`src/rtl/tdm_demux_pkg.sv`:
```
// Shared types and sizing for the 4-lane TDM demultiplexer.
package tdm_demux_pkg;

    localparam int NUM_LANES = 4;
    localparam int SLOT_W    = 2;

    typedef enum logic {
        HUNT   = 1'b0,
        LOCKED = 1'b1
    } state_e;

    function automatic logic is_last_slot(input logic [SLOT_W-1:0] s);
        return s == SLOT_W'(NUM_LANES - 1);
    endfunction

endpackage

```
`src/rtl/demux_slot_ctr.sv`:
```
// Lane pointer: wraps modulo NUM_LANES; load1 restarts a frame after a sync sample.
module demux_slot_ctr
    import tdm_demux_pkg::*;
(
    input  logic              clk,
    input  logic              rst_n,
    input  logic              load1,
    input  logic              inc,
    output logic [SLOT_W-1:0] slot
);

    always_ff @(posedge clk or negedge rst_n) begin
        if (!rst_n)
            slot <= '0;
        else if (load1)
            slot <= SLOT_W'(1);
        else if (inc)
            slot <= slot + SLOT_W'(1);
    end

endmodule

```
`src/rtl/tdm_demux4.sv`:
```
// Serial TDM stream to 4-lane frame register with sync-based frame alignment.
module tdm_demux4
    import tdm_demux_pkg::*;
#(
    parameter int WIDTH = 1
) (
    input  logic                       clk,
    input  logic                       rst_n,
    input  logic [WIDTH-1:0]           din,
    input  logic                       din_valid,
    input  logic                       sync,
    output logic [NUM_LANES*WIDTH-1:0] y,
    output logic                       frame_valid,
    output logic [SLOT_W-1:0]          slot,
    output logic                       locked,
    output logic                       sync_err
);

    state_e                               state;
    logic [NUM_LANES-2:0][WIDTH-1:0]      stg;
    logic                                 start;
    logic                                 resync;
    logic                                 lost;
    logic                                 adv;
    logic                                 frame_done;

    // start: sample goes to lane 0 (fresh lock or mid-frame resync).
    // adv: ordinary in-order sample in LOCKED.
    assign resync     = (state == LOCKED) && din_valid && sync && (slot != '0);
    assign lost       = (state == LOCKED) && din_valid && !sync && (slot == '0);
    assign start      = ((state == HUNT) && din_valid && sync) || resync;
    assign adv        = (state == LOCKED) && din_valid && !resync && !lost;
    assign frame_done = adv && is_last_slot(slot);
    assign locked     = (state == LOCKED);

    always_ff @(posedge clk or negedge rst_n) begin
        if (!rst_n)
            state <= HUNT;
        else if (start)
            state <= LOCKED;
        else if (lost)
            state <= HUNT;
    end

    demux_slot_ctr u_slot_ctr (
        .clk   (clk),
        .rst_n (rst_n),
        .load1 (start),
        .inc   (adv),
        .slot  (slot)
    );

    // Lanes 0..NUM_LANES-2 are staged; the last lane goes straight from din to y.
    for (genvar k = 0; k < NUM_LANES - 1; k++) begin : g_stg
        logic wr;
        assign wr = (adv && (slot == SLOT_W'(k))) || (start && (k == 0));

        always_ff @(posedge clk or negedge rst_n) begin
            if (!rst_n)
                stg[k] <= '0;
            else if (wr)
                stg[k] <= din;
        end
    end

    always_ff @(posedge clk or negedge rst_n) begin
        if (!rst_n) begin
            y           <= '0;
            frame_valid <= 1'b0;
            sync_err    <= 1'b0;
        end else begin
            if (frame_done)
                y <= {din, stg};
            frame_valid <= frame_done;
            sync_err    <= resync || lost;
        end
    end

endmodule

```
`config.mk`:
```
export PLATFORM = sky130hd
export DESIGN_NAME = tdm_demux4
export DESIGN_NICKNAME = d
export VERILOG_FILES = /design/src/rtl/tdm_demux_pkg.sv /design/src/rtl/demux_slot_ctr.sv /design/src/rtl/tdm_demux4.sv
export SDC_FILE = /design/constraint.sdc
export NUM_CORES = 1
export LEC_CHECK = 0
export CAP_MARGIN = 20
export CORE_UTILIZATION = 27
export DETAILED_ROUTE_END_ITERATION = 8
export PLACE_DENSITY = 0.51
export SYNTH_ARGS = -nofsm -noshare
export SYNTH_HDL_FRONTEND = slang
export SYNTH_HIERARCHICAL = 1
export SYNTH_SLANG_ARGS = --single-unit
```
`constraint.sdc`:
```
create_clock -name clk -period 3.43 [get_ports clk]
set_input_delay 0.343 -clock clk [delete_from_list [all_inputs] [get_ports clk]]
set_output_delay 0.343 -clock clk [all_outputs]
set_load 0.02 [all_outputs]
```
==> After elaboration in Yosys (flattened, before gate mapping) <==
Index checks and enable logic that the tools add are counted.
{ "classes": {"add_sub_neg": 1, "multipliers": 0, "n_div": 0, "n_lt_le_gt_ge": 0, "n_eq_ne": 3, "shift": 0, "mux": 4, "n_bitwise": 1, "n_reduce_logical": 23} }
{ "op_table": {"columns": ["operator", "n"], "rows": [
  ["1-bit logical AND", 13],
  ["2-bit nonzero test", 3],
  ["2-bit == test, second input constant", 2],
  ["2-bit 2-to-1 mux", 2],
  ["1-bit zero test", 3],
  ["1-bit logical OR", 3],
  ["2-bit by 1-bit adder with 2-bit output, second input constant", 1],
  ["2-bit by 1-bit == test with 1-bit output, second input constant", 1],
  ["2-bit zero test", 1],
  ["1-bit 2-to-1 mux", 2],
  ["1-bit NOT", 1]
]} }
{ "word_totals": {"regBits": 12, "latchBits": 0, "ram_bits": 0, "romBits": 0, "input_bits": 5, "output_inout_bits": 9, "elab_cells": 40, "memories": 0} }

==> Depth between registers and ports, before layout <==
Gate-level depths: netlist of the first run.
{ "logic_depth": {"ltp_word": 8, "mapped_depth": 5, "depth_no_buf": 5} }

==> Cells and area by module <==
Netlist of the first run, hierarchy kept.
{ "by_module_without_submodules": {"columns": ["mod", "instances", "cells_per_inst", "area_per_inst_um2", "seq_area_each_um2"], "rows": [
  ["tdm_demux4", 1, 31, 426.7, 250.2],
  ["demux_slot_ctr", 1, 8, 100.1, 50.0]
]} }

==> Worst setup path before layout of the first run <==
Ideal clock, no wire load.
{ "synth_timing": {"kind": "flip-flop to flip-flop", "from": "register u_slot_ctr.slot[0]", "to": "register u_slot_ctr.slot[1]", "setup_time_ns": 0.125, "t_arrival_ns": 1.369, "required_time_ns": 3.305, "setup_slack_ns": 1.936, "stages_incl_launch_ff": 6, "path_buffers": 0, "period_less_slack_ns": 1.494, "path_cell_list": "dfrtp_1 -> nor2_1 -> xor2_1 -> nor2_1 -> and2_4 -> mux2_4"} }
{ "synth_between": {"elab_chain_cells": 6, "word_cells_on_any_way": 13, "classes_between": "add/sub (1); mux (2); reduce/logical (10)"} }
{ "synth_lines": {"columns": ["element", "line", "rtl"], "rows": [
  ["start: declaration", "demux_slot_ctr.sv:9", "output logic [SLOT_W-1:0] slot"],
  ["start signal: assignment", "demux_slot_ctr.sv:18", "slot <= slot + SLOT_W'(1);"],
  ["2-bit nonzero test", "tdm_demux4.sv:29", "assign resync = (state == LOCKED) && din_valid && sync && (slot != '0);"],
  ["1-bit logical AND", "tdm_demux4.sv:29", null],
  ["1-bit zero test", "tdm_demux4.sv:32", "assign adv = (state == LOCKED) && din_valid && !resync && !lost;"],
  ["1-bit logical AND", "tdm_demux4.sv:32", null],
  ["1-bit logical AND (*)", "tdm_demux4.sv:32", null],
  ["via adv", "tdm_demux4.sv:24", "logic adv;"],
  ["2-bit nonzero test (no source line) (*)", null, null]
]} }
Mark *: on every way through the listed nets, which the timed path passes. The rest lies on a longest branch. The select of a mux whose other input is x is not followed.
A chain may end at the register's enable or synchronous reset.

==> Worst setup path after layout of the first run <==
{ "layout_timing": {"from": "register u_slot_ctr.slot[0]", "to": "output slot[0]"} }
{ "layout_lines": {"columns": ["element", "line", "rtl"], "rows": [
  ["end: declaration", "tdm_demux4.sv:14", "output logic [SLOT_W-1:0] slot,"]
]} }
No word-level cell between the ends.

==> results of run 1 <==
## state kept, by name, indices dropped and copies added (netlist names)
name,cells
frame_valid,1
locked,1
stg,3
sync_err,1
u_slot_ctr/slot,2
y,4
## final timing paths
path | start | slack, ns | depth (start not counted) | endpoint
worst min register to register | stg[2] | 0.47 | 1 | y[2]
worst max register to register | u_slot_ctr/slot[0] | 1.91 | 5 | u_slot_ctr/slot[1]
worst min-delay path | rst_n | 0.41 | 1 | frame_valid
worst max-delay path | u_slot_ctr/slot[0] | 1.70 | 1 | slot[0]
min in group clk | stg[2] | 0.47 | 1 | y[2]
max in group asynchronous | rst_n | 2.66 | 1 | u_slot_ctr/slot[1]
## final cells by class
type                            instances  area share (%)
Clock buffer                            4            5.01
Multi-Input combinational cell         26            30.7
Sequential cell                        12            41.5
Timing Repair Buffer                   13            18.0
Tap cell                               25            4.32
Inverter                                1           0.518
## layout by cell type, fill, tap and decap left out
| master | n |
|---|---|
| clkdlybuf4s50_1 | 13 |
| dfrtp_1 | 12 |
| mux2_2 | 5 |
| nor2_1 | 4 |
| clkbuf_4 | 3 |
| nand2_1 | 2 |
| mux2_1 | 2 |
| a21oi_1 | 1 |
| nand2_2 | 1 |
| xor2_1 | 1 |
| nor2b_2 | 1 |
| nand4_2 | 1 |
| inv_1 | 1 |
| nor2b_1 | 1 |
| nor4b_2 | 1 |
| a22o_1 | 1 |
| nor3b_1 | 1 |
| clkbuf_8 | 1 |
| and2b_1 | 1 |
| and2_4 | 1 |
| mux2_4 | 1 |
| o21bai_2 | 1 |
## metal layers
| layer | share of wire [%] | wire length (um) | vias up |
|---|---|---|---|
| met3 | 7.0 | 58 | 0 |
| met1 | 47 | 396 | 177 |
| met5 | 0 | 0 | - |
| met2 | 45 | 379 | 9 |
| met4 | 0 | 0 | 0 |
| li1 | - | - | 168 |
## power breakdown
group / leakage, nW / internal (mW) / switching (mW)
clock: 0.0210 / 0.0645 / 0.0462
combinational: 0.155 / 0.146 / 0.115
sequential: 0.147 / 0.197 / 0.0440
## per-stage QoR
stage	power [mW]	instances	cell area (um^2)	worst slack, ns
floorplan	0.395	39	527	1.94
global placement	0.512	77	688	1.61
detailed placement	0.510	77	688	1.59
CTS	0.625	81	724	1.67
global route	0.657	81	724	1.61
finish	0.613	81	724	1.70
## logic make-up after synthesis
| kind of cell | Yosys count |
|---|---|
| multiplexers | 8 |
| flip-flops | 12 |
| AO/OA/AOI/OAI | 3 |
| AND/OR/NAND/NOR | 14 |
| buffers and inverters | 1 |
| XOR/XNOR | 1 |
==> metrics, run 1 <==
Top Family by Delay on Critical Path=buffers and inverters; fill count=182; RSZ-0062 raised after global routing=false; fmax=578 MHz; Core Region=1780 um^2; headroom to the max-slew limit=64.5%; count leader, synth=dfrtp_1; Routed Antenna Nets=0; Syn Inst Count=39; M1 GR Usage=12.6%; Slew @ Worst Pin=0.531 ns; Global Route met3 Usage=5.88%; wire per inst=10.3 um; GP Congestion=0.672; register area=300 um^2; share of cells above drive strength 1=28.6%; cell chain of the critical path=clkdlybuf4s50_1; global route overflow=0; Post-Synth Adder-Cell Area=0%; #FFs+latches synth=12; Seq/Total Area, Yosys=57.0%; Skew-Pair Late Insertion Delay=0.27 ns; cell taking the most area after synthesis=dfrtp_1; startpoint type of the worst setup path=flop; final core utilization=40.6%; Hold Buf Count CTS=0; Initial Util=29.5%; multi-input logic area=223 um^2; Clock Pin Slew Worst Setup and Hold Paths=0.08 ns; Setup Skew=0.00822 ns; synthesized cell area=527 um^2; number of post-CTS setup repair buffers=0; Root Driver=clkbuf_4; Max clock buf depth=2; GR peak layer=met2; Worst EP arrival=1.39 ns; Synth Area in XOR/XNOR=1.66%; Final setup violation count=0; hpwl dp=636 um; row cnt=15; number of synthesized flops with an enable pin=0; PwrDens=847 nW/um^2; die footprint=2130 um^2; critical path type=reg -> out; mux share of post-synthesis cell area=17.8%; critical path's slowest cell=clkdlybuf4s50_1; M2 GR Usage=12.7%; fin crit period=1.73 ns; Synth top area share=57.0%; Horiz. Die Dim=46.2 um; nets=62; largest net degree at the start of global routing=13; post-synth cell types=19; Synth Area in Simple Gates=18.1%; status=finished clean; Num CTS Buffers=3; clock tree from TritonCTS=done; compound-cell area share of the yosys netlist=4.75%; crit-path max cell delay=0.65 ns; P&R area growth vs syn=37.5%; worst-path fanout max=7; hold crit path type=in -> async; Yosys warning total=6; Final period util=50.5%; CP Buf/Inv Count=1; Vias/cell=4.37; wirelength, routed=834 um; DRC Markers=0; final setup TNS=0 ns; syn_nets=44; Area contributors post-synth=dfrtp_1 57%, mux2_2 11%, mux2_1 4.3%; DIE HEIGHT=46.2 um; initial antenna violation count=0; Peak VDD IR=319 uV; max cap viols=0; top_reg_cell synth=dfrtp_1; first-pass GRT wire length=1360 um; max-slew violation count=0; drt initial violations=3; Port Buf Inserts=13; Mean Syn Cell Area=13.5 um^2; First-pass DRT Iterations=3; Hold Slack=0.412 ns; combinational family with the most area after synthesis=simple AND/OR/NAND/NOR gates; Resize count post-CTS=0; H-tree levels=1; vias in the first global route=301; asr flop ratio synth=100%; Boundary Pins=14; TritonCTS Sinks=12; Crit. End Element=output pin; final count of hold timing violations=0; leak pwr=0.323 nW; Commonest cells post-synth=12 x dfrtp_1, 5 x mux2_2, 4 x nor2_1; CP required=3.09 ns; GRT Overall Usage=9.85%; Vias=354; n_diodes=0
(Power assumes the default switching activity.)
==> run 2, diff against run 1 <==
- PLACE_DENSITY: 0.51 -> 0.52
- clock period: 3.43 -> 1.5 ns (I/O delays scaled with it)
==> metrics, run 2 (same netlist as run 1, synthesis figures left out) <==
critical path type=reg -> reg; Clock power frac=13.5% (-4.5 points); Slew @ Worst Pin=0.532 ns (+0.00151 ns); Routed Antenna Nets=0 (unchanged); first-pass GRT wire length=1540 um (+13%); leak pwr=0.352 nW (+8.9%); post-layout instance area=759 um^2 (+4.8%); nets=69 (+11%); hpwl dp=707 um (+11%); RSZ-0062 raised after global routing=false; die footprint=2130 um^2 (unchanged); fin crit period=1.37 ns; Port Buf Inserts=13 (unchanged); Crit. End Element=flop; drt initial violations=4 (+1); Hold Slack=0.234 ns (-0.179 ns); max FFs per register=4 (unchanged); cell chain of the critical path=nor2_1, xor2_1, nor2_1, and2_4, mux2_4; Post-DP Area=741 um^2 (+7.6%); P_int=0.920 mW (+130%); GP Congestion=0.730 (+8.7%); First-pass DRT Iterations=2 (-1); Peak VDD IR=633 uV (+99%); CP Buf/Inv Count=0 (-1); share of cells above drive strength 1=35.5% (+6.9 points); max cap viols=0 (unchanged); Largest regs=y (4), stg (3), u_slot_ctr/slot (2); max-slew violation count=0 (unchanged); Root Driver=clkbuf_4; H-tree levels=1 (unchanged); global route overflow=0 (unchanged); Reg power frac=37.2% (-2.1 points); final setup TNS=0 ns (unchanged); GRT Overall Usage=11.1% (+1.2 points); hold crit path type=in -> async; number of post-CTS setup repair buffers=0 (unchanged); largest net degree at the start of global routing=13 (unchanged); Core Region=1780 um^2 (unchanged); row cnt=15 (unchanged); Boundary Pins=14 (unchanged); commonest cells after routing, fill and taps aside=12 x dfrtp_1, 10 x clkdlybuf4s50_1, 7 x buf_4; status=finished clean; CP required=1.65 ns (-1.44 ns); Logic pwr share=49.2% (+6.6 points); Initial Util=29.5% (unchanged); final count of hold timing violations=0 (unchanged); Biggest register=y; wirelength, routed=928 um (+11%); Final setup violation count=0 (unchanged); Max clock buf depth=2 (unchanged); switching power=0.479 mW (+130%); Worst EP arrival=1.52 ns (+0.13 ns); Final Total Pwr=1.40 mW (+130%); fmax=729 MHz; DIE HEIGHT=46.2 um (unchanged); Horiz. Die Dim=46.2 um (unchanged); Final period util=91.4%; Vias/cell=4.22 (-3.5%); Skew-Pair Late Insertion Delay=0.26 ns (about the same); Switching Fraction=34.2% (+0.73 points); fill count=168 (-7.7%); Vias=367 (+3.7%); commonest non-fill, non-tap cell in the layout=dfrtp_1; clock tree from TritonCTS=done; vias in the first global route=361 (+20%); startpoint type of the worst setup path=flop; final core utilization=42.6% (+2.0 points); Setup Skew=0.00231 ns (-0.00591 ns); wire per inst=10.7 um (+3.6%); Clock Pin Slew Worst Setup and Hold Paths=0.07 ns (about the same); TritonCTS Sinks=12 (unchanged); critical path's slowest cell=dfrtp_1; n_diodes=0 (unchanged); P&R area growth vs syn=44.2%; Top Family by Delay on Critical Path=simple AND/OR/NAND/NOR gates; Most common cell on crit path=nor2_1; headroom to the max-slew limit=64.4% (-0.10 points); initial antenna violation count=0 (unchanged); crit-path max cell delay=0.38 ns (-0.27 ns); DRC Markers=0 (unchanged); Num CTS Buffers=3 (unchanged); PwrDens=1840 nW/um^2 (+120%); worst-path fanout max=2 (-5)
==> run 2: layout make-up <==
| cell class | count | area, um^2 | share of cell area, % |
|---|---|---|---|
| repair buffers | 20 | 179 | 23.6 |
| multi-input cells | 26 | 223 | 29.3 |
| inverters | 1 | 3.75 | 0.494 |
| flip-flops and latches | 12 | 300 | 39.5 |
| clock buffers | 3 | 22.5 | 2.97 |
| well taps | 25 | 31.3 | 4.12 |
==> run 2: path summary, 6_finish.rpt <==
| path | from | end | slack [ns] | cells after the start |
|---|---|---|---|---|
| worst max-delay path | u_slot_ctr/slot[1] | u_slot_ctr/slot[1] | 0.13 | 5 |
| min in group clk | stg[2] | y[2] | 0.49 | 1 |
| worst max register to register | u_slot_ctr/slot[1] | u_slot_ctr/slot[1] | 0.13 | 5 |
| max in group asynchronous | rst_n | y[2] | 0.91 | 1 |
| worst min register to register | stg[2] | y[2] | 0.49 | 1 |
| worst min-delay path | rst_n | y[1] | 0.23 | 1 |
==> run 2: power by group through the flow <==
stage	clock, mW	combinational, mW	sequential (mW)
finish	0.189	0.689	0.521
global route	0.222	0.749	0.543
CTS	0.200	0.696	0.523
detailed placement	0	0.721	0.530
global placement	0	0.721	0.528
floorplan	0	0.238	0.666
==> run 2: worst register-to-register path, cell delays in order (launching register included) <==
cell	delay, ns
dfrtp_1	0.38
nor2_1	0.16
xor2_1	0.19
nor2_1	0.08
and2_4	0.17
mux2_4	0.28
==> run 2: routing by layer <==
layer,global-route usage [%],up-vias,share of wire [%]
met3,3.53,0,4.5
met2,15.8,7,48
met4,8.82,0,0
met1,13.5,178,48
met5,0,-,0
li1,-,182,-
==> run 2: per-stage QoR <==
| stage | setup slack, ns | cells |
|---|---|---|
| floorplan | 0.00627 | 39 |
| global placement | -0.158 | 84 |
| detailed placement | -0.150 | 84 |
| CTS | 0.124 | 87 |
| global route | 0.0417 | 87 |
| finish | 0.129 | 87 |
==> run 2: timing repair <==
action,in CTS,in global routing
endpoints found under the setup margin,3,0
resized for setup,3,0
hold buffers,0,0
==> run 3, diff against run 2 <==
- ABC_AREA: default -> 1
- HOLD_SLACK_MARGIN: default -> 0.15
- TNS_END_PERCENT: default -> 5
==> metrics, run 3 <==
status=finished clean; Skew-Pair Late Insertion Delay=0.27 ns (about the same); worst-path fanout max=3 (+1); critical path's slowest cell=clkdlybuf4s50_1; Final WS setup=0.0921 ns (-0.0367 ns); Vias/cell=4.13 (-2.2%); Boundary Pins=14 (unchanged); Seq/Total Area, Yosys=55.6% (-1.5 points); Final setup violation count=0 (unchanged); TritonCTS Sinks=12 (unchanged); number of synthesized flops with an enable pin=0 (unchanged); Setup WS pre-CTS=0.0787 ns (+0.228 ns); Hold Buf Count CTS=0 (unchanged); crit-path max cell delay=0.61 ns (+0.23 ns); RR Endpoint=u_slot_ctr/slot[1]; asr flop ratio synth=100% (unchanged); commonest cells after routing, fill and taps aside=12 x dfrtp_1, 11 x nand2_1, 11 x clkdlybuf4s50_1; startpoint type of the worst setup path=flop; wirelength, routed=972 um (+4.7%); R2R cell count=7 (+2); PwrDens=1870 nW/um^2 (+1.8%); Crit. End Element=output pin; hold crit path type=in -> async; top_reg_cell synth=dfrtp_1; P&R area growth vs syn=38.9%; hpwl dp=716 um (+1.4%); Slew @ Worst Pin=0.539 ns (+0.00668 ns); leak pwr=0.374 nW (+6.3%); Yosys warning total=6 (unchanged); RSZ-0062 raised after global routing=false; synthesized cell area=541 um^2 (+2.6%); vias in the first global route=373 (+3.3%); final core utilization=41.7% (-0.93 points); Max clock buf depth=2 (unchanged); fin crit period=1.41 ns (+0.0367 ns); fmax=710 MHz (-2.6%); first-pass GRT wire length=1570 um (+2.3%); global route overflow=0 (unchanged); nets=83 (+20%); Root Driver=clkbuf_4; CP required=1.35 ns (-0.30 ns); max-slew violation count=0 (unchanged); max FFs per register=4 (unchanged); largest net degree at the start of global routing=13 (unchanged); Worst EP arrival=1.26 ns (-0.26 ns); Mean Syn Cell Area=9.32 um^2 (-31%); commonest non-fill, non-tap cell in the layout=dfrtp_1; cell taking the most area after synthesis=dfrtp_1; Largest regs=y (4), stg (3), u_slot_ctr/slot (2); fill count=199 (+18%); Stages on worst setup path=1 (-4); H-tree levels=1 (unchanged); Placed Cells incl. Taps=98 (+17%); Biggest register=y; syn_nets=63 (+43%); share of cells above drive strength 1=18.2% (-17 points); Peak VDD IR=850 uV (+34%); GP Congestion=0.656 (-10%); critical path type=reg -> out; Synth top area share=55.6% (-1.5 points); headroom to the max-slew limit=63.9% (-0.45 points); Horiz. Die Dim=46.7 um (+1.2%); final setup TNS=0 ns (unchanged); Initial Util=30.0% (+0.46 points); clock tree from TritonCTS=done; die footprint=2180 um^2 (+2.5%); R2R Path Start=u_slot_ctr/slot[1]; Syn Inst Count=58 (+49%); Routed Antenna Nets=0 (unchanged); row cnt=15 (unchanged); initial antenna violation count=0 (unchanged); Core Region=1800 um^2 (+1.1%); max cap viols=0 (unchanged); cell chain of the critical path=clkdlybuf4s50_1; GRT Overall Usage=10.8% (-0.27 points); Non-Filler Instances=102 (+17%); post-synth cell types=17 (-2); flop2flop setup slack=0.20 ns (+0.07 ns); #FFs+latches synth=12 (unchanged); Vias=421 (+15%); DRC Markers=0 (unchanged); Port Buf Inserts=13 (unchanged); drt initial violations=3 (-1); number of post-CTS setup repair buffers=0 (unchanged); Top Family by Delay on Critical Path=buffers and inverters; wire per inst=9.53 um (-11%); Clock Pin Slew Worst Setup and Hold Paths=0.08 ns (about the same); DIE HEIGHT=46.7 um (+1.2%); Area contributors post-synth=dfrtp_1 56%, nand2_1 7.6%, o21ai_1 6.5%; Setup Skew=0.00159 ns (-0.000721 ns); n_diodes=0 (unchanged); count leader, synth=dfrtp_1; final count of hold timing violations=0 (unchanged); CP Buf/Inv Count=1 (+1); Final period util=93.9% (+2.4 points); Num CTS Buffers=3 (unchanged); Commonest cells post-synth=12 x dfrtp_1, 11 x nand2_1, 9 x inv_1; First-pass DRT Iterations=2 (unchanged)
## run 3: cell count changes in the layout (fill, tap and decap cells not counted), sizes merged, moves of 2 or more
cell / before / now
inv: 1 / 13
o21ai: 0 / 9
nand4: 1 / 3
nor2b: 2 / 0
nand2: 3 / 12
mux2: 8 / 0
buf: 7 / 2
## run 3: worst max path at each step
stage,from,end,slack [ns]
global placement,sync,u_slot_ctr/slot[1],0.11
detailed placement,sync,u_slot_ctr/slot[1],0.08
global route,locked,locked,0.04
finish,locked,locked,0.09
CTS,locked,locked,0.08
floorplan,u_slot_ctr/slot[0],u_slot_ctr/slot[1],0.17
## run 3: kinds of logic after synthesis
family / Yosys count / synth area share [%]
simple gates: 21 / 21.1
xor+xnor: 1 / 3.01
flops: 12 / 55.6
buf+inv: 13 / 9.03
compound gates: 11 / 11.3
## run 3: area by class of cell
type / instances / area (um^2) / share of cell area (%)
Inverter: 13 / 48.8 / 6.50
Multi-Input combinational cell: 33 / 191 / 25.5
Clock buffer: 4 / 36.3 / 4.83
Timing Repair Buffer: 15 / 143 / 19.0
Tap cell: 25 / 31.3 / 4.17
Sequential cell: 12 / 300 / 40.0
## run 3: through the flow
step           area, um^2  power, mW  hold WS, ns
3_5_place_dp          717       1.18        0.478
6_report              751       1.41        0.225
5_1_grt               751       1.51        0.275
3_3_place_gp          717       1.17        0.471
2_1_floorplan         541      0.906       -0.146
4_1_cts               751       1.42        0.242
## run 3: layer usage
layer | wire length, um | GRT usage (%) | part of all wire [%] | vias up
li1 | - | - | - | 222
met4 | 9 | 6.86 | 0.93 | 0
met1 | 492 | 13.4 | 51 | 182
met5 | 0 | 0 | 0 | -
met2 | 398 | 16.1 | 41 | 15
met3 | 72 | 3.46 | 7.4 | 2
## run 3: report_power, final
part / switching, mW / internal [mW] / total [mW]
Combinational: 0.332 / 0.276 / 0.608
Sequential: 0.0958 / 0.444 / 0.540
Clock: 0.112 / 0.148 / 0.259
## run 3: repair_timing
action,CTS,global route
endpoints found under the hold margin,0,0
resized for setup,2,0
setup endpoints to repair,2,0
